<file path="config.mk">
export PLATFORM = sky130hd
export DESIGN_NAME = karatsuba_recomb
export DESIGN_NICKNAME = d
export VERILOG_FILES = /design/src/rtl/karatsuba_recomb.sv
export SDC_FILE = /design/constraint.sdc
export NUM_CORES = 1
export LEC_CHECK = 0
export CAP_MARGIN = 20
export CORE_ASPECT_RATIO = 1.4
export CORE_UTILIZATION = 55
export CTS_CLUSTER_SIZE = 12
export DETAILED_ROUTE_END_ITERATION = 6
export PLACE_DENSITY = 0.89
export SLEW_MARGIN = 20
export SYNTH_ARGS = -nofsm -noshare
export SYNTH_HDL_FRONTEND = slang
export SYNTH_SLANG_ARGS = --single-unit
</file>
<file path="constraint.sdc">
create_clock -name clk -period 7.55 [get_ports clk]
set_input_delay 0.755 -clock clk [delete_from_list [all_inputs] [get_ports clk]]
set_output_delay 0.755 -clock clk [all_outputs]
set_load 0.02 [all_outputs]
</file>
<file path="src/rtl/karatsuba_recomb.sv">
// Karatsuba recombination: folds z0, z2, z1 into z2*2^2m + mid*2^m + z0.
// Optional input consistency checking under KARATSUBA_RECOMB_CHECK_EN.
module karatsuba_recomb #(
  parameter int N_HALF = 8
) (
  input  logic                  clk,
  input  logic                  rst_n,
  input  logic [2*N_HALF+1:0]   p_data,
  input  logic                  p_valid,
  output logic                  p_ready,
  output logic [4*N_HALF-1:0]   r_data,
  output logic                  r_valid,
  input  logic                  r_ready,
  output logic                  err
);

  localparam int M  = N_HALF;
  localparam int W2 = 2 * N_HALF;
  localparam int W4 = 4 * N_HALF;

  typedef enum logic [1:0] {
    S_Z0,
    S_Z2,
    S_Z1,
    S_OUT
  } state_t;

  state_t          state;
  state_t          state_nxt;
  logic [W2-1:0]   z0_q;
  logic [W2-1:0]   z2_q;
  logic [W4-1:0]   r_data_q;
  logic            in_xfer;
  logic            cap_z0;
  logic            cap_z2;
  logic            cap_z1;
  logic [W2+1:0]   mid;
  logic [W4-1:0]   sum;

  assign in_xfer = p_valid && p_ready;
  assign cap_z0  = in_xfer && ((state == S_Z0) || (state == S_OUT));
  assign cap_z2  = in_xfer && (state == S_Z2);
  assign cap_z1  = in_xfer && (state == S_Z1);
  assign r_valid = (state == S_OUT);
  assign r_data  = r_data_q;

  // Middle term wraps modulo 2^(2m+2); the final sum wraps modulo 2^4m.
  assign mid = p_data - {2'b00, z2_q} - {2'b00, z0_q};
  assign sum = {z2_q, {W2{1'b0}}}
             + ({{(W2-2){1'b0}}, mid} << M)
             + {{W2{1'b0}}, z0_q};

  // State register.
  always_ff @(posedge clk or negedge rst_n) begin
    if (!rst_n) state <= S_Z0;
    else        state <= state_nxt;
  end

  // Next state and input handshake.
  always_comb begin
    state_nxt = state;
    p_ready   = 1'b1;
    unique case (state)
      S_Z0: if (p_valid) state_nxt = S_Z2;
      S_Z2: if (p_valid) state_nxt = S_Z1;
      S_Z1: if (p_valid) state_nxt = S_OUT;
      S_OUT: begin
        p_ready = r_ready;
        if (r_ready) state_nxt = p_valid ? S_Z2 : S_Z0;
      end
      default: state_nxt = S_Z0;
    endcase
  end

  // Operand captures and result register.
  always_ff @(posedge clk or negedge rst_n) begin
    if (!rst_n) begin
      z0_q     <= '0;
      z2_q     <= '0;
      r_data_q <= '0;
    end else begin
      if (cap_z0) z0_q <= p_data[W2-1:0];
      if (cap_z2) z2_q <= p_data[W2-1:0];
      if (cap_z1) r_data_q <= sum;
    end
  end

`ifdef KARATSUBA_RECOMB_CHECK_EN
  logic          err_q;
  logic [W2:0]   zsum;

  assign zsum = {1'b0, z0_q} + {1'b0, z2_q};
  assign err  = err_q;

  // Sticky flag: stray high bits on z0/z2, or z1 too small for the pair.
  always_ff @(posedge clk or negedge rst_n) begin
    if (!rst_n) begin
      err_q <= 1'b0;
    end else begin
      if ((cap_z0 || cap_z2) && (|p_data[W2+1:W2])) err_q <= 1'b1;
      if (cap_z1 && (p_data < {1'b0, zsum}))        err_q <= 1'b1;
    end
  end
`else
  assign err = 1'b0;
`endif

endmodule
</file>
==> impl_metrics.json <==
{
  "cts_hold_buf": 0,
  "cts_tree": "done",
  "io_buffers": 55,
  "root_buffer": "clkbuf_16",
  "insertedDiodeCount": 0,
  "grt_pass1_vias": 3810,
  "htree_num_levels": 3,
  "hold_path_class": "register to register",
  "wirelength_mm": 10.9,
  "wl_per_cell_um": 16.8,
  "syn-cell-area_sq_mm": 0.00472,
  "gp_congestion": 1.01,
  "worstPathArrival_ns": 5.82,
  "drt_first_pass_iters": 5,
  "synth_ff_type": "dfrtp_1",
  "die_area_sq_mm": 0.00896,
  "cap_violations": 0,
  "fp-row-count": 39,
  "finalCritPeriodShare": 0.745,
  "synth-edff-count": 0,
  "antenna_found_initial": 0,
  "crit_fanout": 5,
  "hold_viol": 0,
  "holdPathEnd": "r_data[16]",
  "critPathKind": "primary input to register",
  "routed_via_density": 5.89,
  "slew_violations": 0,
  "holdPathStages": 2,
  "dp_hpwl_mm": 8.24,
  "antenna_left": 0,
  "status": "complete, no violations",
  "skew_ns": 0.00636,
  "cp-startpoint": "p_data[0]",
  "yosysSeqAreaShare": 0.350,
  "drtIter0Drc": 381,
  "r2r_start": "z2_q[0]",
  "synth.avg_cell_area_sq_um": 9.65,
  "async_flop_share": 1.00,
  "startpoint_type": "primary input",
  "cts_resized": 0,
  "syn2layout_area_growth_pct": 19.8,
  "initial_core_util": 0.572,
  "clock_latency_ns": 0.33,
  "cts_buffers": 9,
  "chipHeight_um": 112,
  "fin_setup_tns_ns": 0,
  "vias": 3831,
  "final_layout_size_suffix_gt1_frac": 0.0931,
  "rsz0062_at_grt": "false",
  "seqCellArea_sq_mm": 0.00165,
  "holdCritStartpoint": "r_data[16]",
  "worstReg2RegEnd": "r_data[28]",
  "grt.total_usage": 0.268,
  "r2r_cells": 19,
  "multi_input_area_sq_mm": 0.00285,
  "die_x_um": 80.3,
  "clkSlewWorstSetupHoldPaths_ns": 0.05,
  "grt_max_degree": 67,
  "post_cts_buffers": 0,
  "yosys_register_bits": 66,
  "nFillCells": 605,
  "grt_pass1_wl_mm": 18.3,
  "rrSetupSlack_ns": 2.39,
  "synth.net_count": 574,
  "synth_warnings": 0,
  "cts_num_sinks": 66,
  "nets": 629,
  "finalSetupViolCount": 0,
  "crit_path_end_kind": "register",
  "drc_errors": 0,
  "worst_ep_required_time_ns": 7.75,
  "cts_buffer_depth": 2,
  "grt_overflow": 0,
  "syn_inst": 489,
  "fmax_mhz": 178,
  "core_sq_mm": 0.00825,
  "worst_slew_pin_slew_ns": 0.906,
  "num_io_pins": 57,
  "synth_cell_types": 57,
  "min_period_ns": 5.62,
  "slew_headroom": 0.394
}
## synth_stat cells, drive strengths merged, types with 8 or more instances
cell     n  area share
dfrtp   66        0.35
o21ai   57       0.060
nand2   55       0.044
ha      46        0.12
inv     41       0.033
a21oi   27       0.029
mux2    21       0.050
xnor2   20       0.037
fa      17       0.072
nor2    16       0.013
xor2    15       0.028
clkbuf  11      0.0095
nor3     9      0.0095
o21bai   9       0.017
a21o     8       0.013
nand3    8      0.0085
## state kept, by name, indices dropped and copies added (netlist names)
register  cells
r_data       32
state         2
z0_q         16
z2_q         16
## kinds of logic (layout without fill, tap and decap cells)
kind of cell    Yosys count  after routing  share of synthesized area
compound gates          135            135                      0.181
xor+xnor                 35             35                     0.0650
fa+ha+maj                63             63                      0.194
buf+inv                  55            114                     0.0469
flops                    66             66                      0.350
mux                      22             22                     0.0522
other cells               1              1                   0.000795
simple gates            112            112                      0.110
## critical path, stage by stage
cell and delay [ns]:
clkdlybuf4s50_1 0.47, fa_1 0.58, inv_1 0.06, ha_1 0.20, or2_2 0.31, fa_1 0.41, a21o_1 0.19, a21oi_1 0.28
o21a_1 0.19, o21bai_1 0.15, a21oi_1 0.25, o21ai_0 0.13, xor2_1 0.18, ha_1 0.39, nand3_1 0.17, or4_4 0.61
a211oi_2 0.26, xnor2_1 0.15, o21ai_1 0.07
## layout by cell type (no fill, tap or decap), types with 4 or more instances in the layout
master | synthesis | layout
dfrtp_1 | 66 | 66
o21ai_0 | 55 | 55
nand2_1 | 54 | 54
clkdlybuf4s50_1 | 0 | 54
ha_1 | 46 | 46
inv_1 | 41 | 41
a21oi_1 | 27 | 27
mux2_2 | 21 | 21
xnor2_1 | 20 | 20
fa_1 | 17 | 17
nor2_1 | 16 | 16
xor2_1 | 15 | 15
nor3_1 | 9 | 9
clkbuf_16 | 0 | 9
a21o_1 | 8 | 8
o21bai_1 | 8 | 8
nand3_1 | 8 | 7
o21a_1 | 4 | 4
nor2b_1 | 4 | 4
nand2b_1 | 4 | 4
## per-layer routing
metal / GRT usage / part of all wire
met5: 0 / 0
met4: 0.165 / 0.049
met3: 0.0467 / 0.049
met2: 0.433 / 0.50
met1: 0.328 / 0.41
## stage by stage
stage	setup WS [ns]	util	hold WS (ns)	cells	cell area, sq um
floorplan	2.66	-	0.459	489	4720
global placement	1.81	0.649	0.462	635	5350
detailed placement	1.65	0.649	0.468	635	5350
CTS	1.96	0.686	0.479	650	5650
global route	1.72	0.686	0.494	650	5650
finish	1.93	0.686	0.473	650	5650
## worst max-delay path by stage
stage,endpoint,slack (ns),depth (start not counted)
after global placement,r_data[25],1.81,20
after floorplan,r_data[28],2.66,18
after detailed placement,r_data[28],1.65,19
after global routing,r_data[28],1.72,19
final,r_data[28],1.93,19
after CTS,r_data[28],1.96,19
## final cells by class
type,instances,share of cell area
Inverter,41,0.0272
Tap cell,102,0.0226
Timing Repair Buffer,58,0.100
Sequential cell,66,0.292
Multi-Input combinational cell,368,0.504
Clock buffer,12,0.0418
Clock inverter,3,0.0115
Power is not shown: default switching activity piles up to over one toggle a cycle in this logic, so the estimate is an artifact.
